<file path="config.mk">
export PLATFORM = sky130hd
export DESIGN_NAME = mem_port_arbiter
export DESIGN_NICKNAME = d
export VERILOG_FILES = /design/src/rtl/mem_port_arbiter.sv
export SDC_FILE = /design/constraint.sdc
export NUM_CORES = 1
export LEC_CHECK = 0
export BUFFER_PORTS_ARGS = -buffer_cell sky130_fd_sc_hd__buf_2
export CAP_MARGIN = 20
export CORE_ASPECT_RATIO = 0.9
export CORE_UTILIZATION = 47
export CTS_BUF_LIST = sky130_fd_sc_hd__clkbuf_4 sky130_fd_sc_hd__clkbuf_8 sky130_fd_sc_hd__clkbuf_16
export DETAILED_ROUTE_END_ITERATION = 12
export GPL_TIMING_DRIVEN = 0
export PLACE_DENSITY = 0.83
export SLEW_MARGIN = 20
export SYNTH_ARGS = -nofsm -noshare
export SYNTH_HDL_FRONTEND = slang
export SYNTH_SLANG_ARGS = --single-unit
</file>
<file path="constraint.sdc">
create_clock -name clk -period 2 [get_ports clk]
set_clock_uncertainty 0.1 [all_clocks]
set_input_delay 0.1 -clock clk [delete_from_list [all_inputs] [get_ports clk]]
set_output_delay 0.1 -clock clk [all_outputs]
set_load 0.05 [all_outputs]
</file>
<file path="src/rtl/mem_port_arbiter.sv">
`default_nettype none
// ============================================================================
// Module   : mem_port_arbiter
// Purpose  : Shares one single-port, fixed-latency memory between the cpu
//            fetch port and data port. Data has priority; fetch has a
//            starvation guard.
// Revision : 1.0 - initial release
// ============================================================================
module mem_port_arbiter #(
    parameter int ADDR_W     = 16,
    parameter int DATA_W     = 16,
    parameter int MEM_LAT    = 1,
    parameter int MAX_STREAK = 4
) (
    input  logic              clk,
    input  logic              reset,
    input  logic              if_req,
    input  logic [ADDR_W-1:0] if_addr,
    output logic [DATA_W-1:0] if_rdata,
    output logic              if_ready,
    input  logic              d_rd,
    input  logic              d_wr,
    input  logic [ADDR_W-1:0] d_addr,
    input  logic [DATA_W-1:0] d_wdata,
    output logic [DATA_W-1:0] d_rdata,
    output logic              d_ready,
    output logic              stall,
    output logic              mem_en,
    output logic              mem_we,
    output logic [ADDR_W-1:0] mem_addr,
    output logic [DATA_W-1:0] mem_wdata,
    input  logic [DATA_W-1:0] mem_rdata,
    output logic              proto_err
);

    localparam logic [3:0] c_STREAK_MAX = 4'(MAX_STREAK);
    localparam logic [2:0] c_LAT_LOAD   = 3'(MEM_LAT - 1);

    typedef enum logic [1:0] {
        S_IDLE  = 2'd0,
        S_ISSUE = 2'd1,
        S_WAIT  = 2'd2,
        S_RESP  = 2'd3
    } state_t;

    state_t              r_state;
    state_t              w_state_nxt;
    logic [3:0]          r_streak;
    logic [2:0]          r_lat_cnt;
    logic                r_sel_d;
    logic                r_is_wr;
    logic                r_mem_en;
    logic                r_mem_we;
    logic [ADDR_W-1:0]   r_mem_addr;
    logic [DATA_W-1:0]   r_mem_wdata;
    logic [DATA_W-1:0]   r_if_rdata;
    logic [DATA_W-1:0]   r_d_rdata;
    logic                r_proto_err;

    logic                w_d_req;
    logic                w_fetch_win;
    logic                w_grant;
    logic                w_capture;
    logic                w_if_ready;
    logic                w_d_ready;

    assign w_d_req     = d_rd | d_wr;
    // Fetch wins when it is alone, or when data has used up its streak.
    assign w_fetch_win = if_req & (~w_d_req | (r_streak == c_STREAK_MAX));

    always_comb begin
        w_state_nxt = r_state;
        w_grant     = 1'b0;
        w_capture   = 1'b0;
        w_if_ready  = 1'b0;
        w_d_ready   = 1'b0;
        case (r_state)
            S_IDLE: begin
                if (if_req | w_d_req) begin
                    w_grant     = 1'b1;
                    w_state_nxt = S_ISSUE;
                end
            end
            S_ISSUE: begin
                w_state_nxt = r_is_wr ? S_RESP : S_WAIT;
            end
            S_WAIT: begin
                if (r_lat_cnt == 3'd0) begin
                    w_capture   = 1'b1;
                    w_state_nxt = S_RESP;
                end
            end
            S_RESP: begin
                w_if_ready  = ~r_sel_d;
                w_d_ready   = r_sel_d;
                w_state_nxt = S_IDLE;
            end
            default: w_state_nxt = S_IDLE;
        endcase
    end

    always_ff @(posedge clk) begin
        if (reset) begin
            r_state     <= S_IDLE;
            r_streak    <= 4'd0;
            r_lat_cnt   <= 3'd0;
            r_sel_d     <= 1'b0;
            r_is_wr     <= 1'b0;
            r_mem_en    <= 1'b0;
            r_mem_we    <= 1'b0;
            r_mem_addr  <= '0;
            r_mem_wdata <= '0;
            r_if_rdata  <= '0;
            r_d_rdata   <= '0;
            r_proto_err <= 1'b0;
        end else begin
            r_state  <= w_state_nxt;
            r_mem_en <= w_grant;
            r_mem_we <= w_grant & ~w_fetch_win & d_wr;

            if (w_grant) begin
                r_sel_d    <= ~w_fetch_win;
                r_is_wr    <= ~w_fetch_win & d_wr;
                r_mem_addr <= w_fetch_win ? if_addr : d_addr;
                if (!w_fetch_win) begin
                    r_mem_wdata <= d_wdata;
                end
                // Only data grants made while fetch waits extend the streak.
                if (w_fetch_win || !if_req) begin
                    r_streak <= 4'd0;
                end else if (r_streak < c_STREAK_MAX) begin
                    r_streak <= r_streak + 4'd1;
                end
            end

            if ((r_state == S_IDLE) && d_rd && d_wr) begin
                r_proto_err <= 1'b1;
            end

            if (r_state == S_ISSUE) begin
                r_lat_cnt <= c_LAT_LOAD;
            end else if ((r_state == S_WAIT) && (r_lat_cnt != 3'd0)) begin
                r_lat_cnt <= r_lat_cnt - 3'd1;
            end

            if (w_capture) begin
                if (r_sel_d) begin
                    r_d_rdata <= mem_rdata;
                end else begin
                    r_if_rdata <= mem_rdata;
                end
            end
        end
    end

    assign if_ready  = w_if_ready;
    assign d_ready   = w_d_ready;
    // Drops in the ready cycle so the pipeline advances on that edge.
    assign stall     = (if_req & ~w_if_ready) | (w_d_req & ~w_d_ready);
    assign mem_en    = r_mem_en;
    assign mem_we    = r_mem_we;
    assign mem_addr  = r_mem_addr;
    assign mem_wdata = r_mem_wdata;
    assign if_rdata  = r_if_rdata;
    assign d_rdata   = r_d_rdata;
    assign proto_err = r_proto_err;

endmodule
`default_nettype wire

</file>
# Word level (Yosys, flattened, before mapping)
# Index checks and enable logic that the tools add are counted.
# op_classes
bitwise	15
n_reduce_logical	15
add_sub_neg	2
magnitude_cmp	1
n_eq_ne	6
mux	13
# op_table
cell	n
$mux 16	1
$reduce_and 2->1	5
$mux 4	2
$pmux 2 s4	1
$mux 1	7
$and 1x1->1	6
$not 1->1	5
$add 4x1->4 const B	1
$eq 2x2->1 const B	2
$eq 4x3->1 const B	1
$lt 4x3->1 const B	1
$mux 2	2
$ne 2x2->1 const B	2
$or 1x1->1	4
$logic_and 1x1->1	3
$logic_not 3->1	1
$reduce_bool 3->1	1
$sub 3x1->3 const B	1
$eq 2x1->1 const B	1
$logic_not 2->1	1
$reduce_bool 2->1	1
$reduce_or 2->1	1
$logic_not 1->1	1
$logic_or 1x1->1	1
# word_totals
elab_cells	64
ff_bits	78
in_bits	69
output_inout_bits	70

# Logic depth before layout (Yosys ltp)
# logic_depth
ltp_word	7
ltp_mapped	8
depth_no_buf	6

# Worst setup path after synthesis
# Ideal clock, no wire load.
# synth_timing
path_kind	reg2out
from	reg r_state[1]
to	out stall
n_path_buf	0
arrival_time_ns	2.197
path_stages_with_launch	5
required_time_ns	1.800
slack_ns	-0.397
path_cell_list	dfxtp_1 > ha_1 > and2_1 > o21ai_0 > a21boi_0
# synth_via
elab_chain_cells	5
elab_cells_between_ends	8
cone_classes	eq/ne (1); mux (2); bitwise (5)
# synth_rtl
element	line_no	source
from (decl)	46	state_t r_state;
from (signal assigned)	117	r_state <= w_state_nxt;
$eq 2x2->1	77	case (r_state)
$mux 1	77	
via d_ready	26	output logic d_ready,
$not 1->1	159	assign stall = (if_req & ~w_if_ready) | (w_d_req & ~w_d_ready);
$and 1x1->1	159	
$or 1x1->1	159	
to (decl)	27	output logic stall,
# The timed path passes the listed nets, and every way through them passes these cells.

# Worst setup path after layout
# layout_timing
from	reg r_streak[0]
to	reg r_mem_addr[6], in the netlist mem_addr[6]
# layout_via
elab_chain_cells	4
# layout_rtl
element	line_no	source
from (decl)	48	logic [3:0] r_streak;
from (signal assigned)	132	r_streak <= r_streak + 4'd1;
$eq 4x3->1	69	assign w_fetch_win = if_req & (~w_d_req | (r_streak == c_STREAK_MAX));
$or 1x1->1	69	
$and 1x1->1	69	
$mux 16	124	r_mem_addr <= w_fetch_win ? if_addr : d_addr;
to (signal assigned)	124	
to (decl)	54	logic [ADDR_W-1:0] r_mem_addr;
# No other way between the ends.
# A chain may end at the register's enable or synchronous reset.

==> metrics.md <==
| Metric | Value |
|---|---|
| Post-synthesis mux area share | 0.003245 |
| Status | complete, but fails checks |
| Post-synth cell types | 37 |
| Post-synth top area share | 0.5063 |
| Antenna fix cells | 0 |
| Synth Register Bits | between 70 and 80 |
| Most frequent cells after synthesis | nand2_1, dfxtp_1, a21oi_1 |
| Sw power | 3030 uW |
| Place WS | about 0.044 ns |
| Total power | between 6000 and 7000 uW |
| Worst skew pair latency | 0.35 ns |
| Mapped Cells | 382 |
| Via-to-Cell Ratio | 5.229 |
| Routed len/inst | about 15 um |
| Nets | between 600 and 700 |
| Final Hold Fails | 0 |
| Post-synth top area cell | dfxtp_1 |
| Area grow syn2layout | 56.19% |
| Synth Flop Type | dfxtp_1 |
| Top Ports | 139 |
| Power Density | 1327 nW/um2 |
| Iter 0 DRT Violations | 148 |
| Cts bufs inserted | 9 |
| Maxcap violations | 0 |
| Fraction of layout cells with a size suffix above 1 | 0.2957 |
| Core ar. | 6216 um2 |
| CTS Sinks | 78 |
| Filler cells | between 400 and 500 |
| TritonRoute pass-1 iters | 4 |
| Crit path launch type | flop |
| GRT Overall Usage | 0.3028 |
| Req. time, crit path | 2.15 ns |
| CTS tree | yes |
| CP Class | reg -> reg |
| Failing checks | setup timing |
| Min-delay worst type | in -> reg |
| Routed wire length | 10500 um |
| Drc violations | 0 |
| Fin. max-slew vios | 0 |
| Final Wtd Congestion | 0.7897 |
| Simple-Gate Fraction of Synth Area | 0.2231 |
| Row Count | 27 |
| Synth Area in Compound Gates | 0.1886 |
| Max Freq | 497.6 MHz |
| H-tree depth | 3 |
| Ys Warns | 0 |
| Largest net degree at the start of global routing | 16 |
| CP endpoint kind | flop |
| Combinational power share | 0.474 |
| Fin worst setup slack | -0.009740 ns |
| Switching part of the total power | 0.4741 |
| Synth top area cells | dfxtp_1, nand2_1, a21oi_1, a211oi_1, ha_1 |
| Layout Utilization | 0.7750 |
| Post-route ant nets | 0 |
| Synth Cell Area | 3084 um2 |
| Sequential share of power | 0.336 |
| Initial Utilization | 0.4962 |
| Post-Synth XOR/XNOR Area | 0.002840 |
| Total number of vias | 3603 |
| Largest family of logic cells by synthesized area | simple AND/OR/NAND/NOR gates |
| Register area share after synthesis | 0.5063 |
| Slew HR | 0.6327 |
| Clock Power Share | 0.190 |
| EDFF count, synth | 0 |
| IO Port Bufs | 137 |
| Antenna violations before repair | 0 |
| Dpl hpwl | approximately 5900 um |
| R2R cell count | 7 |
| Clk root buf | clkbuf_8 |
| Avg Inst Size Synth | between 8 and 9 um2 |
| Final setup viols | 1 |
| Pleak | about 0.0022 uW |
| Critical-path maximum fanout | 10 |
| P_int | 3361 uW |
| Worst-Margin Slew | 0.5509 ns |
| Horiz. Die Dim | 87.39 um |
| Mapped Nets | 459 |
| Vias in the first global route | 3549 |
| Adder-cell share of the synthesized area | 0.03245 |
| WP data arrival | 2.16 ns |
| Tmin final | between 2 and 2.5 ns |
| Grt ovf | 0 |
| Tcrit/Tclk final | 1.005 |
| RSZ-0062 raised after global routing | yes |
| Clock transition at path regs | around 0.090 ns |
| Global-route wire length before repair | 15980 um |
| Clock Path Buffers | 2 |
| Asr flop ratio synth | 0 |
| Most common cell in the synthesized netlist | nand2_1 |
| Number of cells on the worst hold path | 3 |
| VDD IR-drop max | between 1 and 1.5 mV |
| Chip Height | between 70 and 80 um |
| Die footprint | 6891 um2 |
## final timing paths
kind / slack, ns / startpoint / endpoint
setup reg to reg: -0.01 / r_streak[0]$_SDFFE_PP0P_ / mem_addr[6]$_SDFFE_PP0P_
setup / recovery: -0.01 / r_streak[0]$_SDFFE_PP0P_ / mem_addr[6]$_SDFFE_PP0P_
hold / removal: 0.01 / if_addr[10] / mem_addr[10]$_SDFFE_PP0P_
hold reg to reg: 0.35 / mem_wdata[0]$_SDFFE_PP0P_ / mem_wdata[0]$_SDFFE_PP0P_
## state kept, by name (all words and copies together), names as in the netlist
| signal | cells |
|---|---|
| mem_wdata | 16 |
| r_lat_cnt | 3 |
| r_streak | 4 |
| if_rdata | 16 |
| proto_err | 1 |
| r_state | 2 |
| r_sel_d | 1 |
| mem_addr | 16 |
| mem_we | 1 |
| mem_en | 1 |
| r_is_wr | 1 |
| d_rdata | 16 |
## per-stage QoR
step / cell area (um2) / setup TNS, ns / instances / hold WS [ns]
floorplan: 3088 / 0 / 382 / 0.1360
global placement: 3882 / 0 / 606 / 0.2409
detailed placement: 3882 / 0 / 606 / 0.2489
CTS: 4748 / 0 / 688 / 0.0007782
global route: 4817 / -0.04144 / 689 / 0.03034
finish: 4817 / -0.009740 / 689 / 0.01157
## cell usage in the layout, fill, tap and decap left out, types with 4 or more instances in the layout
| cell type | Yosys | final |
|---|---|---|
| dfxtp_1 | 78 | 78 |
| clkbuf_8 | 0 | 9 |
| buf_2 | 9 | 144 |
| nor2_1 | 25 | 25 |
| a211oi_1 | 17 | 15 |
| a21oi_1 | 69 | 67 |
| buf_4 | 1 | 4 |
| nand2_1 | 114 | 114 |
| ha_1 | 8 | 8 |
| inv_1 | 8 | 8 |
| nor3_1 | 5 | 5 |
| dlygate4sd3_1 | 0 | 66 |
| clkbuf_1 | 11 | 9 |
## power groups by stage
stage               Sequential, uW  Combinational, uW  Clock [uW]
finish                        2140               3030        1210
global route                  2180               3220        1280
CTS                           2120               2870        1230
detailed placement            2150               2760           0
global placement              2140               2710           0
floorplan                     3280                957           0
## worst max-delay path, cell delays in order, from the launching register on
cell and delay [ns]:
dfxtp_1 0.39, inv_1 0.07, ha_1 0.22, and3b_1 0.23, o21ai_4 0.24, buf_4 0.22, nand2_1 0.13, a211oi_2 0.30
## layout make-up
class                   instances  area [um2]  area share
flip-flops and latches         78        1562      0.3242
repair buffers                205        1361      0.2826
multi-input cells             273        1444      0.2997
inverters                       8       30.03    0.006234
clock inverters                 7       81.33     0.01688
clock buffers                   9       123.9     0.02571
well taps                      87       108.9     0.02260
plain buffers                  22       106.4     0.02208
## layer usage
metal,global-route usage,part of all wire
met1,0.3018,0.36
met2,0.5609,0.51
met3,0.09459,0.081
met4,0.1525,0.047
met5,0,0
## cell families after synthesis
family	Yosys count
DFF	78
xor gates and xnor gates	1
adders and majority gates	8
muxes	1
AOI/OAI and AO/OA	100
and+or+nand+nor	163
buffers and inverters	31
## repair_timing
action / CTS / global route
buffers inserted: 0 / 2
setup endpoints to repair: 0 / 30
hold buffers: 66 / 0
hold endpoints to repair: 66 / 0
gates resized for setup: 0 / 14
(Power assumes the default switching activity.)
